`src/rtl/nn_pkg.sv`:
```
// Shared constants, state encoding and config-image layout for the neural_network stream loader.
package nn_pkg;

    localparam int unsigned NN_INPUTS           = 4;
    localparam int unsigned NN_NEURONS          = 4;
    localparam int unsigned NN_BYTES_PER_NEURON = 6;
    localparam int unsigned NN_CFG_BYTES        = 28;

    // Byte offsets inside one neuron's block
    localparam int unsigned OFS_TH = 0;
    localparam int unsigned OFS_B  = 1;
    localparam int unsigned OFS_W0 = 2;

    typedef enum logic [2:0] {
        IDLE,
        SEND_X,
        SEND_P,
        LATCH_P,
        WAIT,
        READ,
        DONE
    } state_t;

endpackage

```
`src/rtl/nn_stream_addr_gen.sv`:
```
// Maps (phase, neuron, byte position) to the config-image address in the order the
// network expects to receive bytes.
module nn_stream_addr_gen
    import nn_pkg::*;
(
    input  state_t     phase,
    input  logic [1:0] neuron,
    input  logic [2:0] byte_idx,
    output logic [4:0] addr
);

    logic [5:0] base;
    logic [5:0] ofs;

    always_comb begin
        base = 6'(NN_INPUTS) + 6'(NN_BYTES_PER_NEURON) * {4'b0, neuron};
        ofs  = '0;
        addr = '0;
        case (phase)
            SEND_X: begin
                // Inputs go out highest index first
                addr = 5'(NN_INPUTS - 1) - {3'b0, byte_idx[1:0]};
            end
            SEND_P: begin
                case (byte_idx)
                    3'd0:    ofs = 6'(OFS_TH);
                    3'd1:    ofs = 6'(OFS_B);
                    // Weights go out w_n3 first, down to w_n0
                    default: ofs = 6'(OFS_W0) + (6'd5 - {3'b0, byte_idx});
                endcase
                addr = 5'(base + ofs);
            end
            default: addr = '0;
        endcase
    end

endmodule

```
`src/rtl/nn_stream_loader.sv`:
```
// Host-side sequencer: streams the 28-byte config image into neural_network, waits for it
// to settle, then sweeps the output selector and captures the four results.
module nn_stream_loader
    import nn_pkg::*;
#(
    parameter int unsigned DATA_W     = 8,
    parameter int unsigned WAIT_CYC   = 2,
    parameter int unsigned SEL_SETTLE = 1
) (
    input  logic                clk,
    input  logic                reset,
    input  logic                cfg_we,
    input  logic [4:0]          cfg_addr,
    input  logic [DATA_W-1:0]   cfg_wdata,
    input  logic                start,
    output logic                busy,
    output logic                done,
    output logic [DATA_W-1:0]   nn_data_out,
    output logic                nn_changes,
    output logic [1:0]          nn_selector,
    input  logic [DATA_W-1:0]   nn_result_in,
    output logic [4*DATA_W-1:0] results
);

    state_t              state_q, state_d;
    logic [2:0]          byte_q, byte_d;
    logic [1:0]          nrn_q, nrn_d;
    logic [3:0]          cnt_q, cnt_d;
    logic [1:0]          sel_q, sel_d;
    logic [DATA_W-1:0]   data_q, data_d;
    logic                chg_q, chg_d;
    logic                capture;
    logic                cfg_wr;
    logic [4:0]          rd_addr;
    logic [DATA_W-1:0]   cfg_q [NN_CFG_BYTES];
    logic [4*DATA_W-1:0] res_q;

    assign busy        = (state_q != IDLE) && (state_q != DONE);
    assign done        = (state_q == DONE);
    assign nn_data_out = data_q;
    assign nn_changes  = chg_q;
    assign nn_selector = sel_q;
    assign results     = res_q;

    assign cfg_wr = cfg_we && !busy && (cfg_addr < 5'(NN_CFG_BYTES));

    always_comb begin
        state_d = state_q;
        byte_d  = byte_q;
        nrn_d   = nrn_q;
        cnt_d   = cnt_q;
        sel_d   = sel_q;
        capture = 1'b0;
        case (state_q)
            IDLE: begin
                if (start) begin
                    state_d = SEND_X;
                    byte_d  = '0;
                end
            end
            SEND_X: begin
                if (byte_q == 3'd3) begin
                    state_d = SEND_P;
                    byte_d  = '0;
                    nrn_d   = 2'd3;
                end else begin
                    byte_d = byte_q + 3'd1;
                end
            end
            SEND_P: begin
                if (byte_q == 3'd5) begin
                    byte_d = '0;
                    if (nrn_q == 2'd0) state_d = LATCH_P;
                    else               nrn_d   = nrn_q - 2'd1;
                end else begin
                    byte_d = byte_q + 3'd1;
                end
            end
            LATCH_P: begin
                state_d = WAIT;
                cnt_d   = '0;
            end
            WAIT: begin
                if (cnt_q == 4'(WAIT_CYC - 1)) begin
                    state_d = READ;
                    cnt_d   = '0;
                    sel_d   = '0;
                end else begin
                    cnt_d = cnt_q + 4'd1;
                end
            end
            READ: begin
                if (cnt_q == 4'(SEL_SETTLE)) begin
                    capture = 1'b1;
                    cnt_d   = '0;
                    if (sel_q == 2'd3) begin
                        state_d = DONE;
                        sel_d   = '0;
                    end else begin
                        sel_d = sel_q + 2'd1;
                    end
                end else begin
                    cnt_d = cnt_q + 4'd1;
                end
            end
            DONE: begin
                state_d = start ? SEND_X : IDLE;
                byte_d  = '0;
            end
            default: state_d = IDLE;
        endcase
    end

    // Address is derived from the next position so the byte lands in the output register
    // in the same cycle the FSM enters that position.
    nn_stream_addr_gen u_addr_gen (
        .phase    (state_d),
        .neuron   (nrn_d),
        .byte_idx (byte_d),
        .addr     (rd_addr)
    );

    always_comb begin
        data_d = '0;
        case (state_d)
            SEND_X, SEND_P: data_d = cfg_q[rd_addr];
            LATCH_P:        data_d = data_q;
            default:        data_d = '0;
        endcase
        chg_d = ((state_d == SEND_X) && (byte_d == 3'd3)) || (state_d == LATCH_P);
    end

    always_ff @(posedge clk) begin
        if (reset) begin
            state_q <= IDLE;
            byte_q  <= '0;
            nrn_q   <= '0;
            cnt_q   <= '0;
            sel_q   <= '0;
            data_q  <= '0;
            chg_q   <= 1'b0;
            res_q   <= '0;
        end else begin
            state_q <= state_d;
            byte_q  <= byte_d;
            nrn_q   <= nrn_d;
            cnt_q   <= cnt_d;
            sel_q   <= sel_d;
            data_q  <= data_d;
            chg_q   <= chg_d;
            if (capture) res_q[32'(sel_q) * DATA_W +: DATA_W] <= nn_result_in;
        end
    end

    always_ff @(posedge clk) begin
        if (reset) begin
            for (int i = 0; i < int'(NN_CFG_BYTES); i++) cfg_q[i] <= '0;
        end else if (cfg_wr) begin
            cfg_q[cfg_addr] <= cfg_wdata;
        end
    end

endmodule
```
`config.mk`:
```
export PLATFORM = sky130hd
export DESIGN_NAME = nn_stream_loader
export DESIGN_NICKNAME = d
export VERILOG_FILES = /design/src/rtl/nn_pkg.sv /design/src/rtl/nn_stream_addr_gen.sv /design/src/rtl/nn_stream_loader.sv
export SDC_FILE = /design/constraint.sdc
export NUM_CORES = 1
export LEC_CHECK = 0
export ABC_AREA = 1
export CORE_MARGIN = 5
export CORE_UTILIZATION = 46
export DETAILED_ROUTE_END_ITERATION = 8
export PLACE_DENSITY = 0.64
export SYNTH_ARGS = -nofsm -noshare
export SYNTH_HDL_FRONTEND = slang
export SYNTH_SLANG_ARGS = --single-unit
```
`constraint.sdc`:
```
create_clock -name clk -period 4.61 [get_ports clk]
set_input_delay 0.922 -clock clk [delete_from_list [all_inputs] [get_ports clk]]
set_output_delay 0.922 -clock clk [all_outputs]
set_load 0.01 [all_outputs]
```
# Word-level counts from Yosys, hierarchy flattened
# Memory sizes are Yosys's and may differ from the RTL's.
# Index checks and enable logic that the tools add are counted.
# totals
reg_bits	55
ramBits	224
out_inout_bits	45
elab_cells	95
memories	1
# op_classes
add_sub_neg	10
mul	1
magnitude_cmp	1
eq_ne	18
shift	2
muxes	38
n_reduce_logical	16
# memory_table
memory	words	word_bits	read_ports	rd_clocked_by_memory_dff	wr	line	source
cfg_q	28	8	1	0	28	nn_stream_loader.sv:35	logic [DATA_W-1:0] cfg_q [NN_CFG_BYTES];
# op_table
cell	n
$neg 5->34	1
$shift 8x34->32 const A	1
$shiftx 8x34->32	1
$bwmux 32	1
$mux 3	10
$pmux 3 s7	1
$pmux 5 s2	2
$eq 3x2->1 const B	6
$pmux 8 s2	1
$eq 3x3->1 const B	4
$mux 2	6
$pmux 3 s4	1
$mux 5	2
$eq 3x1->1 const B	3
$mux 1	9
$mux 8	1
$pmux 2 s2	2
$pmux 4 s2	1
$reduce_or 8->1	1
$logic_not 3->1	2
$add 2x5->5 const A	1
$add 3x5->5 const A	1
$add 5x5->5	1
$lt 5x5->1 const B	1
20 further kinds	26

# Depth between registers and ports, before layout
# An unclocked memory read counts as a cell.
# depth
ltp_word	11
ltp_mapped	23
ltp_nobuf	22

# Modules after synthesis
# From an unflattened synthesis, not the netlist that was laid out.
# hier_totals
hier_cells	1555
area_unflattened_um2	14239.9
# modules_own_cells
mod	n_inst	cells_per_inst	area_per_inst_um2	seq_area_each_um2
nn_stream_loader	1	1513	13997.2	8788.4
nn_stream_addr_gen	1	42	242.7	0.0

# Worst setup path after synthesis
# OpenSTA, ideal clock, no wires.
# synth_timing
path_type	register to register
start	register state_q[1]
end	register data_q[2] (netlist: nn_data_out[2])
setup_ns	0.132
t_arrival_ns	3.306
required_ns	4.478
setup_slack_ns	1.172
stages_incl_launch_ff	23
path_buffers	1
path_cell_list	dfxtp_1 > nand2_1 > nor2_1 > inv_2 > o21ai_0 > nand2_1 > a21oi_1 > inv_1 > ha_1 > inv_1 > ha_1 > inv_1 > ha_1 > inv_1 > fa_1 > nor2_4 > inv_1 > clkbuf_1 > nand3_1 > nand2_1 > nand2_1 > nand3_1 > a21oi_1
# synth_rtl
element	line	source
start, declared	nn_stream_loader.sv:25	state_t state_q, state_d;
start signal, assigned	nn_stream_loader.sv:144	state_q <= state_d;
$eq 3x2->1 / $eq 3x1->1 (equally long branches)	nn_stream_loader.sv:54	case (state_q)
$pmux 2 s2 (*)	nn_stream_loader.sv:54	
via nrn_d[0]	nn_stream_loader.sv:27	logic [1:0] nrn_q, nrn_d;
$mul 2x2->4 (*)	nn_stream_addr_gen.sv:16	base = 6'(NN_INPUTS) + 6'(NN_BYTES_PER_NEURON) * {4'b0, neuron};
$add 3x5->5 (*)	nn_stream_addr_gen.sv:16	
$add 5x5->5 (*)	nn_stream_addr_gen.sv:31	addr = 5'(base + ofs);
$pmux 5 s2 (*)	nn_stream_addr_gen.sv:19	case (phase)
$mem_v2 28x8 (*)	--	
$pmux 8 s2 (*)	nn_stream_loader.sv:125	case (state_d)
end signal, assigned	nn_stream_loader.sv:149	data_q <= data_d;
end, declared	nn_stream_loader.sv:30	logic [DATA_W-1:0] data_q, data_d;
# The timed path passes the listed nets; every way through them passes the cells marked *. The select of a mux whose other input is x is not followed.
# A chain may end at the register's enable or synchronous reset.

# Worst setup path in the final report
# layout_timing
start	register state_q[0]
end	register data_q[5] (netlist: nn_data_out[5])
# The elaborated chain is that of the path after synthesis.

==> run metrics <==
CP Data Required Time=roughly 5 ns; Final ANT Viol Nets=0; Synth warnings=0; Post-Syn Area per Cell=a little over 9 um^2; fin crit share=0.8522; largest net degree at the start of global routing=73; Synth Flop Type=edfxtp_1; DRT Wirelength=39790 um; CTS Buf Count=35; R2R Path Start=state_q[0]; CTS clock-pin slew for the worst setup and hold paths=roughly 0.060 ns; core box area=~31000 um^2; setup_tns=0 ns; Fin Clk Skew=between 0.02 and 0.03 ns; Pins Over Slew Limit=0; layout cells sized above 1=0.05897; CTS Buffer Depth=3; vias in the first global route=10.86k; fmax=254.5 MHz; wire per inst=roughly 20 um; Slew Limit Headroom=0.4121; hold path startpoint=results[28]; Pleak=around 6.4 nW; Crit. End Element=register; Initial Utilization=0.4671; CTS tree=yes; crit path time final=about 3.9 ns; CP endpoint=nn_data_out[5]; PD cells=between 400 and 500 nW/um^2; RR Endpoint=nn_data_out[5]; n_diodes=0; Hold Crit Class=register to register; Worst-Skew Late Latency=between 0.5 and 0.6 ns; R2R setup slack=~0.68 ns; Detailed Routing Iterations Pass 1=5; num ports=70; Post-synth EDFFs=roughly 260; die area=approximately 35000 um^2; number of gates resized after CTS=0; Die X=186.5 um; gr ovfl total=0; register area=8788 um^2; Vias/cell=5.649; cells on worst reg2reg path=22; post-cts hold buffer count=0; Iter 0 DRT Violations=about 1.3k; setup bufs post-CTS=0; row count=64; global-route wire length before repair=~63000 um; # DRC=0; antenna violations before repair=0; #FFs+latches synth=roughly 310; Cells after Synth=1534; CP max FO=16; Crit. Startpoint=state_q[0]; Final Hold Vio Count=0; Cell Area, Synth=roughly 14000 um^2; Seq/Total Area, Yosys=0.6134; die height=between 150 and 200 um; Worst IR Drop VDD=~0.24 mV; Root Driver=clkbuf_16; fill cell count=between 2k and 3k; Final #Nets=roughly 1.6k; H-tree depth=2; CTS Sinks=311; Startpoint Class=register; IO buf count=69; DP HPWL=24860 um; Area Overhead vs Synth=15.48%; routability cong.=around 0.85; number of distinct library cells after synthesis=38; Worst Tran Pin Value=0.8751 ns; crit path DAT=approximately 4.3 ns; hold depth=2; Max Cap Viol=0; RSZ-0062 raised after global routing=no; CP Class=register to register; post-synthesis async set-or-reset flop share=0; status=completed; all-layer global routing usage=0.2226; final setup vio count=0; multi-input logic area=~5000 um^2; final core occ=0.5394; Via Count=11.43k
## cell families (layout without fill, tap and decap cells)
kind of cell | count (synthesis) | count (layout) | synth area share
AOI/OAI and AO/OA | 66 | 66 | 0.02463
xor gates and xnor gates | 3 | 3 | 0.001834
adders and majority gates | 17 | 17 | 0.01537
buffers and inverters | 157 | 219 | 0.04655
DFF | 311 | 311 | 0.6134
other | 1 | 33 | 0.0002618
and+or+nand+nor | 979 | 979 | 0.2979
## worst max-delay path, stage by stage, from the launching register on
cell	delay (ns)
dfxtp_1	0.35
inv_2	0.15
nand2_1	0.09
nor2_1	0.25
inv_2	0.08
o21ai_0	0.15
nand2_1	0.07
a21oi_1	0.23
inv_1	0.13
ha_1	0.29
inv_1	0.04
ha_1	0.26
inv_1	0.06
ha_1	0.13
inv_1	0.05
fa_1	0.54
nor2_4	0.06
inv_1	0.38
nand3_1	0.19
nand2_1	0.11
nand2_1	0.06
nand3_1	0.08
a21oi_1	0.07
## cell usage after synthesis, drive strengths merged (3+ instances only)
cell / n / area (um^2)
nor3: 13 / 65.06
nand2: 289 / 1087
dfxtp: 55 / 1101
o21ai: 11 / 62.56
clkbuf: 48 / 180.2
nand3: 389 / 1952
buf: 46 / 250.2
edfxtp: 256 / 7687
clkinv: 3 / 11.26
ha: 16 / 200.2
a21oi: 50 / 254.0
nand4: 16 / 106.4
nor2: 265 / 1007
inv: 60 / 225.2
## worst min-delay path by stage
stage,endpoint
after CTS,results[24]
after floorplan,cnt_q[2]
final,results[28]
after global placement,results[28]
after detailed placement,results[24]
after global routing,results[28]
## registers in the layout, summed over array words and instances, names as in the netlist
| register | count |
|---|---|
| results | 32 |
| byte_q | 3 |
| nn_selector | 2 |
| cfg_q | 256 |
| nrn_q | 2 |
| nn_data_out | 8 |
| cnt_q | 4 |
| nn_changes | 1 |
| state_q | 3 |
## final cells by class
cell class / instances / area share
well taps: 396 / 0.02995
repair buffers: 92 / 0.05521
clock inverters: 12 / 0.005597
inverters: 63 / 0.01429
clock buffers: 52 / 0.05990
multi-input cells: 1098 / 0.3038
flip-flops and latches: 311 / 0.5312
## stage by stage
step                setup slack, ns  cell area, um^2  instances  power [mW]  hold WS [ns]
finish                       0.6814            16540       2024       6.625        0.4600
global route                 0.3280            16540       2024       6.884        0.4875
CTS                          0.7133            16540       2024       6.664        0.4648
detailed placement           0.4739            15460       1960       4.041        0.4552
global placement             0.5661            15460       1960       4.032        0.4510
floorplan                     1.172            14450       1566       3.756        0.4620
## cells in the final DEF (no fill, tap or decap), drive strengths merged, types with 2 or more instances in the layout
cell type,synthesis,final
clkinv,3,13
edfxtp,256,256
or4,2,2
clkdlybuf4s50,0,69
nor2,265,265
nand2,289,289
a21oi,50,50
xnor2,2,2
o21ai,11,11
nand4,16,16
nor3,13,13
buf,46,23
dfxtp,55,55
clkbuf,48,52
a211oi,2,2
ha,16,16
conb,1,33
inv,60,61
nor4,2,2
nand3,389,389
## power breakdown
part           internal [mW]  switching [mW]  leakage (nW)
clock network           1.55            1.09         0.527
logic                  0.235           0.568          2.84
registers               3.14          0.0400          3.06
## metal layers
metal / vias to the layer above / wire, um / GRT usage
met2: 455 / 18260 / 0.3453
li1: 5394 / - / -
met3: 68 / 3635 / 0.05381
met5: - / 0 / 0
met4: 0 / 850 / 0.05157
met1: 5517 / 17050 / 0.3202
Power figures use the tool's default switching activity.
